**src/rtl/skolem_pkg.sv**
```systemverilog
// rtl/skolem_pkg.sv - shared enums and state encodings for the Skolem witness search engine
package skolem_pkg;

  typedef enum logic [1:0] {
    OP_IDENT = 2'd0,
    OP_NEG   = 2'd1,
    OP_NOT   = 2'd2,
    OP_RSVD  = 2'd3
  } op_e;

  typedef enum logic [1:0] {
    PRED_SLE = 2'd0,
    PRED_SLT = 2'd1,
    PRED_ULE = 2'd2,
    PRED_ULT = 2'd3
  } pred_e;

  localparam logic [1:0] ST_IDLE   = 2'd0;
  localparam logic [1:0] ST_SEARCH = 2'd1;
  localparam logic [1:0] ST_RESP   = 2'd2;

  typedef enum logic [1:0] {
    IDLE   = ST_IDLE,
    SEARCH = ST_SEARCH,
    RESP   = ST_RESP
  } state_e;

endpackage

```
**src/rtl/skolem_pred_eval.sv**
```systemverilog
// rtl/skolem_pred_eval.sv - combinational check of pred(op(x), t) in W-bit arithmetic
module skolem_pred_eval
  import skolem_pkg::*;
#(
  parameter int W = 4
) (
  input  logic [W-1:0] x,
  input  logic [W-1:0] t,
  input  logic [1:0]   op,
  input  logic [1:0]   pred,
  output logic         match
);

  logic [W-1:0] y;

  // The reserved op encoding falls through to identity.
  always_comb begin
    y = x;
    case (op_e'(op))
      OP_NEG:  y = -x;
      OP_NOT:  y = ~x;
      default: y = x;
    endcase
  end

  always_comb begin
    match = 1'b0;
    case (pred_e'(pred))
      PRED_SLE: match = ($signed(y) <= $signed(t));
      PRED_SLT: match = ($signed(y) <  $signed(t));
      PRED_ULE: match = (y <= t);
      PRED_ULT: match = (y <  t);
      default:  match = 1'b0;
    endcase
  end

endmodule

```
**src/rtl/skolem_inv_search.sv**
```systemverilog
// rtl/skolem_inv_search.sv - sequential wrap-around witness search for invertibility conditions
module skolem_inv_search
  import skolem_pkg::*;
#(
  parameter int W     = 4,
  parameter int CNT_W = W + 1
) (
  input  logic             clk,
  input  logic             rst_n,
  input  logic             req_valid,
  output logic             req_ready,
  input  logic [W-1:0]     req_t,
  input  logic [W-1:0]     req_start,
  input  logic [1:0]       req_op,
  input  logic [1:0]       req_pred,
  output logic             resp_valid,
  input  logic             resp_ready,
  output logic [W-1:0]     resp_x,
  output logic             resp_found,
  output logic [CNT_W-1:0] resp_iters
);

  localparam logic [CNT_W-1:0] ITERS_FULL = CNT_W'(1) << W;

  state_e           state;
  logic [W-1:0]     t_q;
  logic [1:0]       op_q;
  logic [1:0]       pred_q;
  logic [W-1:0]     cand;
  logic [CNT_W-1:0] iters;
  logic [CNT_W-1:0] iters_nxt;
  logic             match;

  assign iters_nxt = iters + CNT_W'(1);

  skolem_pred_eval #(.W(W)) u_pred_eval (
    .x     (cand),
    .t     (t_q),
    .op    (op_q),
    .pred  (pred_q),
    .match (match)
  );

  always_ff @(posedge clk or negedge rst_n) begin
    if (!rst_n) begin
      state      <= IDLE;
      req_ready  <= 1'b1;
      resp_valid <= 1'b0;
      resp_x     <= '0;
      resp_found <= 1'b0;
      resp_iters <= '0;
      t_q        <= '0;
      op_q       <= '0;
      pred_q     <= '0;
      cand       <= '0;
      iters      <= '0;
    end else begin
      case (state)
        IDLE: begin
          if (req_valid && req_ready) begin
            t_q       <= req_t;
            op_q      <= req_op;
            pred_q    <= req_pred;
            cand      <= req_start;
            iters     <= '0;
            req_ready <= 1'b0;
            state     <= SEARCH;
          end
        end
        SEARCH: begin
          iters <= iters_nxt;
          if (match) begin
            resp_x     <= cand;
            resp_found <= 1'b1;
            resp_iters <= iters_nxt;
            resp_valid <= 1'b1;
            state      <= RESP;
          end else if (iters_nxt == ITERS_FULL) begin
            resp_x     <= '0;
            resp_found <= 1'b0;
            resp_iters <= iters_nxt;
            resp_valid <= 1'b1;
            state      <= RESP;
          end else begin
            cand <= cand + W'(1);
          end
        end
        RESP: begin
          // resp_ready is only looked at here, so a result always shows for a cycle.
          if (resp_ready) begin
            resp_valid <= 1'b0;
            req_ready  <= 1'b1;
            state      <= IDLE;
          end
        end
        default: begin
          state     <= IDLE;
          req_ready <= 1'b1;
        end
      endcase
    end
  end

endmodule

```
**config.mk**
```make
export PLATFORM = sky130hd
export DESIGN_NAME = skolem_inv_search
export DESIGN_NICKNAME = d
export VERILOG_FILES = /design/src/rtl/skolem_pkg.sv /design/src/rtl/skolem_pred_eval.sv /design/src/rtl/skolem_inv_search.sv
export SDC_FILE = /design/constraint.sdc
export NUM_CORES = 1
export LEC_CHECK = 0
export BUFFER_PORTS_ARGS = -buffer_cell sky130_fd_sc_hd__buf_2
export CAP_MARGIN = 20
export CORE_UTILIZATION = 45
export DETAILED_ROUTE_END_ITERATION = 16
export PLACE_DENSITY_LB_ADDON = 0.3
export SLEW_MARGIN = 20
export SYNTH_ARGS = -nofsm -noshare
export SYNTH_HDL_FRONTEND = slang
export SYNTH_SLANG_ARGS = --single-unit
```
**constraint.sdc**
```tcl
create_clock -name clk -period 2.85 [get_ports clk]
set_clock_uncertainty 0.05 [all_clocks]
set_input_delay 0 -clock clk [delete_from_list [all_inputs] [get_ports clk]]
set_output_delay 0 -clock clk [all_outputs]
set_load 0.05 [all_outputs]
```
# Word level (Yosys, flattened, before mapping)
# Cells that the tools add are included.
# totals
out_inout_bits,12
elab_cells,72
in_bits,16
register_bits,31
# classes
order_cmp,4
n_eq_ne,13
addsub,3
mux,26
n_bitwise,2
reduce_logical,13
# ops
cell,n
4-bit two-way mux,5
4-bit case mux with 2 select lines,2
5-bit two-way mux,3
5-bit case mux with 2 select lines,1
3-bit AND reduction,3
2-bit equality test (second input constant),4
4-bit less-or-equal comparator,2
4-bit less-than comparator,2
2-bit two-way mux,4
2-bit inequality test (second input constant),4
1-bit two-way mux,7
2-bit by 1-bit equality test with 1-bit output (second input constant),3
2-bit case mux with 3 select lines,1
2-bit AND reduction,3
2-bit nonzero test,3
5-bit by 1-bit adder with 5-bit output (second input constant),1
5-bit equality test (second input constant),1
4-bit by 1-bit adder with 4-bit output (second input constant),1
2-bit zero test,2
4-bit negator,1
4-bit inverter,1
1-bit case mux with 4 select lines,1
4-bit AND reduction,1
3-bit inequality test (second input constant),1
other kinds (4),4

# Logic depth before layout (Yosys ltp)
# Gate-level depths: netlist (run 1).
# logic_depth
depth_word,6
depth_mapped,14
depth_no_buf,11

# Modules after synthesis
# A second synthesis (run 1) with hierarchy kept.
# hier_totals
cells_unflattened,172
area_unflattened_um2,1760.4
# by_module_without_submodules
mod,cells_per_inst,area_per_inst_um2,n_inst,seq_area_each_um2
skolem_inv_search,133,1471.4,1,777.0
skolem_pred_eval,39,289.0,1,0.0

# Least setup slack after synthesis (run 1)
# Ideal clock, no wire load.
# synth_path
path_kind,register -> register
start,register op_q[0]
end,register resp_iters[2]
synth_period_minus_slack_ns,2.859
arrival_ns,2.684
setup_ns,0.125
slack_ns,-0.009
stages_incl_launch_ff,15
n_path_buf,3
required_time_ns,2.675
path_cell_list,dfrtp_1 > inv_1 > ha_1 > clkbuf_1 > nor3_1 > a21oi_1 > o221ai_1 > ha_1 > and3b_2 > o211ai_2 > and3_1 > buf_6 > a31oi_2 > buf_6 > mux2_4
# synth_via
elab_chain_len,6
elab_cells_between_ends,11
classes_between,order compare: 4; eq/ne: 2; mux: 3; reduce/logical: 2
# synth_rtl
element,line_no,rtl
from (decl),skolem_inv_search.sv:27,logic [1:0] op_q;
from (signal assigned),skolem_inv_search.sv:62,op_q <= req_op;
2-bit equality test or 2-bit by 1-bit equality test with 1-bit output (tied branches),skolem_pred_eval.sv:19,case (op_e'(op))
4-bit case mux with 2 select lines *,skolem_pred_eval.sv:19,
"4-bit less-than comparator, or another cell as far along",skolem_pred_eval.sv:32,PRED_ULT: match = (y < t);
1-bit case mux with 4 select lines *,skolem_pred_eval.sv:28,case (pred_e'(pred))
2-bit nonzero test (no line),n/a,
2-bit AND reduction (no line),n/a,
to (signal assigned),skolem_inv_search.sv:75,resp_iters <= iters_nxt;
to (signal assigned),skolem_inv_search.sv:81,resp_iters <= iters_nxt;
to (decl),skolem_inv_search.sv:20,output logic [CNT_W-1:0] resp_iters
# Every way passes the cells marked *; elsewhere a longest branch is shown, timed or not.
# A chain may end at the register's enable or synchronous reset.

# Worst setup path after layout (run 1)
# layout_path
start,register cand[1]
end,register cand[2]
# layout_via
elab_chain_len,6
elab_cells_between_ends,14
classes_between,add/sub: 2; order compare: 4; eq/ne: 1; mux: 5; bitwise: 1; reduce/logical: 1
# layout_rtl
element,line_no,rtl
from (decl),skolem_inv_search.sv:29,logic [W-1:0] cand;
from (signal assigned),skolem_inv_search.sv:64,cand <= req_start;
from (signal assigned),skolem_inv_search.sv:85,cand <= cand + W'(1);
4-bit negator or 4-bit inverter (tied branches),"skolem_pred_eval.sv:20, skolem_pred_eval.sv:21",
4-bit case mux with 2 select lines,skolem_pred_eval.sv:19,
"4-bit less-than comparator, or another cell as far along",skolem_pred_eval.sv:32,
1-bit case mux with 4 select lines,skolem_pred_eval.sv:28,
2-bit inequality test (no line),n/a,
4-bit AND reduction (no line),n/a,
# Parallel ways exist; a longest one is shown, timed or not. The select of a mux whose other input is x is not followed.

==> results.json, run 1 <==
{
  "run_status": "finished, final reports clean",
  "synth_cell_types": 43,
  "post_drt_wl_per_cell_um": 15.0,
  "dp_slack_ns": -0.0812,
  "synth.area.top_cells": "dfrtp_1 (45%), ha_1 (7.5%), nand2_1 (5.6%)",
  "setup_violations": 0,
  "hold_start": "req_start[3]",
  "drt_iter0_drc": 53,
  "grt_pass1_wl_um": 6190,
  "drt_first_pass_iters": 4,
  "dieHeight_um": 62.8,
  "powerDensity_nw_per_um2": 1160,
  "ys_seq_area_frac": 0.467,
  "power.total_mw": 2.52,
  "final_worst_path_cycle_share": 0.988,
  "reg_clk_slew_reported_paths_ns": 0.07,
  "synth_top_flop_cell": "dfrtp_1",
  "postSynthNetCount": 190,
  "grt_antenna_before_repair": 0,
  "synth_seq_cells": 31,
  "synth_top_area_cell": "dfrtp_1",
  "gp_congestion": 0.824,
  "setup.worst_path.start_class": "flop",
  "multiInputGateArea_sq_um": 897,
  "clock.fmax_mhz": 355,
  "grt_util_all_layers": 0.206,
  "timing_worst_setup_path_type": "flop to flop",
  "root_buffer_cell": "clkbuf_8",
  "drcViolationCount": 0,
  "vias": 1384,
  "rsz0062_at_grt": "true",
  "ant_nets": 0,
  "cts_buffer_depth": 2,
  "seq_area_sq_um": 777,
  "worst_setup_path_end_kind": "flop",
  "placeable_core_region_sq_um": 3440,
  "number_of_top_level_pins": 28,
  "rows": 21,
  "die_extent_in_x_um": 62.8,
  "grt_pass1_vias": 1347,
  "critPathArrivalTime_ns": 2.94,
  "synth-edff-count": 0,
  "largest_net_degree_at_the_start_of_global_routing": 32,
  "synth.cell_area_sq_um": 1660,
  "diodes": 0,
  "required_ns": 2.98,
  "finalCriticalPeriod_ns": 2.82,
  "regToRegStartpoint": "cand[1]",
  "ys.warnings.count": 0,
  "finalWirelength_um": 3870,
  "cts-htree-levels": 2,
  "syn2layout_area_growth_pct": 30.7,
  "startpoint": "cand[1]",
  "worst-slew-pin-transition_ns": 0.693,
  "route.detailed.vias_per_inst": 5.36,
  "synthCells": 164,
  "finish.net_count": 237,
  "clk-insertion-delay-late_ns": 0.28,
  "drive_gt1_frac": 0.340,
  "cellLeakagePower_nw": 1.08,
  "yosysTopAreaCellShare": 0.451,
  "fillerInstances": 289,
  "tritoncts_num_sinks": 31,
  "floorplan.initialDensity": 0.483,
  "postSynthAreaPerCell_sq_um": 10.1,
  "tritoncts_clock_tree": "yes",
  "final_hold_viol_count": 0,
  "place_hpwl_um": 2560,
  "tritoncts.num_buffers": 5,
  "io_buffer_count": 27,
  "irDropWorstVdd_uv": 590,
  "remaining_global_route_overflow": 0,
  "instances_no_fill": 258,
  "post-route-worst-setup-slack_ns": 0.0331,
  "post-place-cells": 237,
  "async_flop_share": 1.00,
  "critical_path_peak_fanout": 7,
  "post-route-util": 0.631,
  "slew_headroom": 0.538,
  "report.final.slew_viol_count": 0,
  "area_of_the_die_sq_um": 3940,
  "hp-class": "input pin to flop",
  "timing.max_cap.violations": 0
}
-- cell families (layout without fill, tap and decap cells) --
family | Yosys count | in the layout | synth area share
compound gates | 40 | 40 | 0.183
xor+xnor | 4 | 4 | 0.0211
fa+ha+maj | 10 | 10 | 0.0752
buf+inv | 20 | 68 | 0.0542
flops | 31 | 31 | 0.467
mux | 6 | 6 | 0.0406
simple gates | 53 | 53 | 0.159
-- cell usage after synthesis, types with 3 or more instances --
library cell	count
dfrtp_1	30
nand2_1	25
inv_1	13
nor2_1	5
ha_1	10
a22o_2	4
nand2b_1	5
nor3_1	5
a21oi_1	3
clkbuf_1	5
o21ai_0	14
mux2i_1	3
-- cell type report --
cell class,count,area share
Timing Repair Buffer,47,0.144
Multi-Input combinational cell,113,0.413
Clock buffer,8,0.0368
Sequential cell,31,0.358
Inverter,13,0.0225
Tap cell,46,0.0265
-- timing repair --
| action | CTS | global route |
|---|---|---|
| gates resized for setup | 3 | 15 |
| endpoints found under the setup margin | 11 | 17 |
| buffers inserted | 0 | 2 |
| pin swaps | 3 | 9 |
| hold buffers | 11 | 0 |
| endpoints found under the hold margin | 41 | 0 |
| cloned | 0 | 0 |
-- placed cells by master (no fill, tap or decap), types with 7 or more instances in the layout --
| master | instances |
|---|---|
| nand2_1 | 25 |
| dfrtp_1 | 30 |
| ha_1 | 7 |
| inv_1 | 10 |
| dlygate4sd3_1 | 11 |
| buf_2 | 27 |
| o21ai_0 | 14 |
| buf_4 | 9 |
-- power breakdown --
group | total (mW) | switching [mW] | internal (mW)
Combinational | 1.40 | 0.798 | 0.598
Sequential | 0.797 | 0.181 | 0.615
Clock | 0.325 | 0.152 | 0.173
Total | 2.52 | 1.13 | 1.39
-- path summary, 6_finish.rpt --
check / slack [ns] / cells past startpoint / end
worst max-delay path: 0.03 / 13 / cand[2]
worst min-delay path: 0.009 / 3 / cand[3]
worst max register to register: 0.03 / 13 / cand[2]
worst min register to register: 0.42 / 2 / pred_q[0]
max in group asynchronous: 2.05 / 2 / iters[1]
min in group asynchronous: 0.24 / 2 / cand[1]
-- metrics by stage --
stage / setup TNS, ns / hold WS [ns] / cell area (sq um)
floorplan: 0 / -0.346 / 1660
CTS: 0 / 0.000643 / 2080
detailed placement: -0.544 / 0.0260 / 1870
finish: 0 / 0.00901 / 2170
global placement: 0 / 0.0257 / 1870
global route: -0.417 / 0.00206 / 2170
-- critical path: stages (launching register included) --
cell and delay (ns):
dfrtp_1 0.44, inv_2 0.09, ha_4 0.19, nor3_4 0.18, a21oi_2 0.06, o221ai_2 0.25, ha_4 0.25, nand4b_1 0.13
o211ai_2 0.12, buf_4 0.15, a221oi_2 0.25, buf_4 0.20, nor3_2 0.05, a311oi_2 0.29
-- sequential cells by signal, indices dropped and copies added (netlist names) --
| name | flops |
|---|---|
| iters | 5 |
| t_q | 4 |
| pred_q | 2 |
| req_ready | 1 |
| resp_x | 4 |
| resp_iters | 5 |
| resp_valid | 1 |
| resp_found | 1 |
| state | 2 |
| op_q | 2 |
| cand | 4 |
-- metal layers --
| metal | GRT usage | vias up | wire, um |
|---|---|---|---|
| met5 | 0 | - | 0 |
| met2 | 0.340 | 50 | 1950 |
| met4 | 0.0872 | 0 | 86 |
| met1 | 0.243 | 650 | 1640 |
| met3 | 0.0712 | 11 | 201 |
| li1 | - | 673 | - |
Note: power is estimated with default switching activity, not from simulation.
==> run 2: changes to the inputs <==
CORE_MARGIN = 5   (was default)
clock period = 3.6 ns   (was 2.85 ns; I/O delays follow)
==> run 2 against run 1 <==
Effect of this change:
- first-iteration DRC count rose by 64%
- setup slack improved by 0.38 ns
- clock-buffer cell count fell by 3
- hold slack got worse by 0.0082 ns
- clock power fell by 19%
- fmax fell by 12%
- utilization fell by 7.3 points
- die area rose by 27%
- combinational power fell by 39%
- global-route usage fell by 6.2 points
- non-clock buffer count fell by 7
- critical path type unchanged
- largest cell class unchanged
==> results.json, run 2 (synthesis results as in run 1) <==
{
  "cts-htree-levels": 2,
  "hp-class": "input pin to flop",
  "clock.fmax_mhz": 314,
  "required_ns": 3.73,
  "grt_pass1_wl_um": 5700,
  "area_of_the_die_sq_um": 5010,
  "tritoncts_num_sinks": 31,
  "setup-tns-final_ns": 0,
  "tritoncts.num_buffers": 5,
  "irDropWorstVdd_uv": 317,
  "critPathBufInv": 1,
  "timing.critical_path.cells": "inv_1 > ha_1 > nor3_1 > a21oi_1 > o221ai_1 > ha_1 > and3b_2 > o211ai_2 > and3_1 > a31oi_2 > mux2_2",
  "max_incr_delay_on_cp_ns": 0.57,
  "rsz0062_at_grt": "false",
  "syn2layout_area_growth_pct": 22.1,
  "timing.max_cap.violations": 0,
  "worst_setup_path_end_kind": "flop",
  "post_cts.repair.setup_buffers": 0,
  "dieHeight_um": 70.8,
  "final_hold_viol_count": 0,
  "die_extent_in_x_um": 70.8,
  "hold_slack_ns": 0.000836,
  "placeable_core_region_sq_um": 3630,
  "place_hpwl_um": 2450,
  "grt_pass1_vias": 1251,
  "reg2reg_setup_slack_ns": 0.41,
  "most-common-layout-cells": "dfrtp_1 (30), buf_2 (27), nand2_1 (25), o21ai_0 (14)",
  "powerDensity_nw_per_um2": 856,
  "reg.largest.list": "iters: 5 flops, resp_iters: 5 flops",
  "report.final.slew_viol_count": 0,
  "floorplan.initialDensity": 0.458,
  "postCtsResizedCells": 0,
  "reg_clk_slew_reported_paths_ns": 0.07,
  "finalWirelength_um": 3420,
  "instances_no_fill": 253,
  "power.total_mw": 1.74,
  "clk-insertion-delay-late_ns": 0.29,
  "final_worst_path_cycle_share": 0.885,
  "number_of_top_level_pins": 28,
  "cts_buffer_depth": 2,
  "setup_violations": 0,
  "tritoncts_clock_tree": "yes",
  "critical-path-slowest-cell": "a31oi_2",
  "post_drt_wl_per_cell_um": 13.5,
  "grt_util_all_layers": 0.144,
  "ant_nets": 0,
  "gp_congestion": 0.844,
  "route.detailed.vias_per_inst": 5.09,
  "rows": 22,
  "drt_first_pass_iters": 4,
  "run_status": "finished, final reports clean",
  "critical_path.top_delay_family": "compound AO/OA/AOI/OAI gates",
  "critPathArrivalTime_ns": 3.31,
  "timing_worst_setup_path_type": "flop to flop",
  "vias": 1288,
  "drive_gt1_frac": 0.249,
  "remaining_global_route_overflow": 0,
  "critical_path_peak_fanout": 12,
  "drcViolationCount": 0,
  "finish.net_count": 230,
  "finalCriticalPeriod_ns": 3.19,
  "most_common_cell_after_layout_fill_and_taps_aside": "dfrtp_1",
  "cellLeakagePower_nw": 1.05,
  "io_buffer_count": 27,
  "largest_net_degree_at_the_start_of_global_routing": 32,
  "diodes": 0,
  "slew_headroom": 0.553,
  "grt_antenna_before_repair": 0,
  "setup.worst_path.start_class": "flop",
  "root_buffer_cell": "clkbuf_8",
  "path_common_cell": "ha_1",
  "worst-slew-pin-transition_ns": 0.669,
  "post-place-cells": 232,
  "drt_iter0_drc": 87
}
## run 2: cell types whose count changed in the layout (fill, tap and decap cells not counted), moves of 3 or more
cell,previous run,this run
ha_1,7,10
inv_1,10,13
clkbuf_1,3,0
ha_4,3,0
inv_2,3,0
clkinv_2,0,3
nor3_1,2,5
buf_4,9,0
## run 2: final cells by class
class,count,area [sq um]
clock buffer,5,68.8
clock inverter,3,15.0
fill,349,1600
inverter,13,48.8
multi-input combinational,113,796
sequential,31,777
tap,48,60.1
timing repair buffer,40,265
## run 2: final timing paths
kind | start | end | cells after the start
max | op_q[0] | resp_iters[1] | 11
min | req_start[0] | cand[0] | 3
max reg2reg | op_q[0] | resp_iters[1] | 11
min reg2reg | resp_found | resp_found | 1
max in group asynchronous | rst_n | iters[0] | 2
min in group asynchronous | rst_n | resp_iters[2] | 2
## run 2: timing repair
action | 4_1_cts | 5_1_grt
hold endpoints to repair | 43 | 0
hold buffers | 13 | 0
endpoints found under the setup margin | 0 | 0
## run 2: worst min-delay path, cell delays in order
cell,delay (ns)
buf_2,0.09
o21ai_0,0.08
o22ai_1,0.12
## run 2: power breakdown
group / switching, mW / internal, mW
clock: 0.130 / 0.132
combinational: 0.515 / 0.340
sequential: 0.134 / 0.487
total: 0.779 / 0.959
## run 2: through the flow
step / instance area, sq um / worst slack [ns] / util
6_report: 2030 / 0.414 / 0.559
2_1_floorplan: 1660 / 0.741 / -
5_1_grt: 2030 / 0.206 / 0.559
3_3_place_gp: 1820 / 0.519 / 0.500
3_5_place_dp: 1820 / 0.427 / 0.500
4_1_cts: 2030 / 0.419 / 0.559
## run 2: layer usage
metal | global-route usage | vias to the layer above | part of all wire
met5 | 0 | - | 0
met4 | 0.0626 | 0 | 0.018
met3 | 0.0497 | 5 | 0.058
met2 | 0.218 | 31 | 0.44
met1 | 0.187 | 594 | 0.48
li1 | - | 658 | -
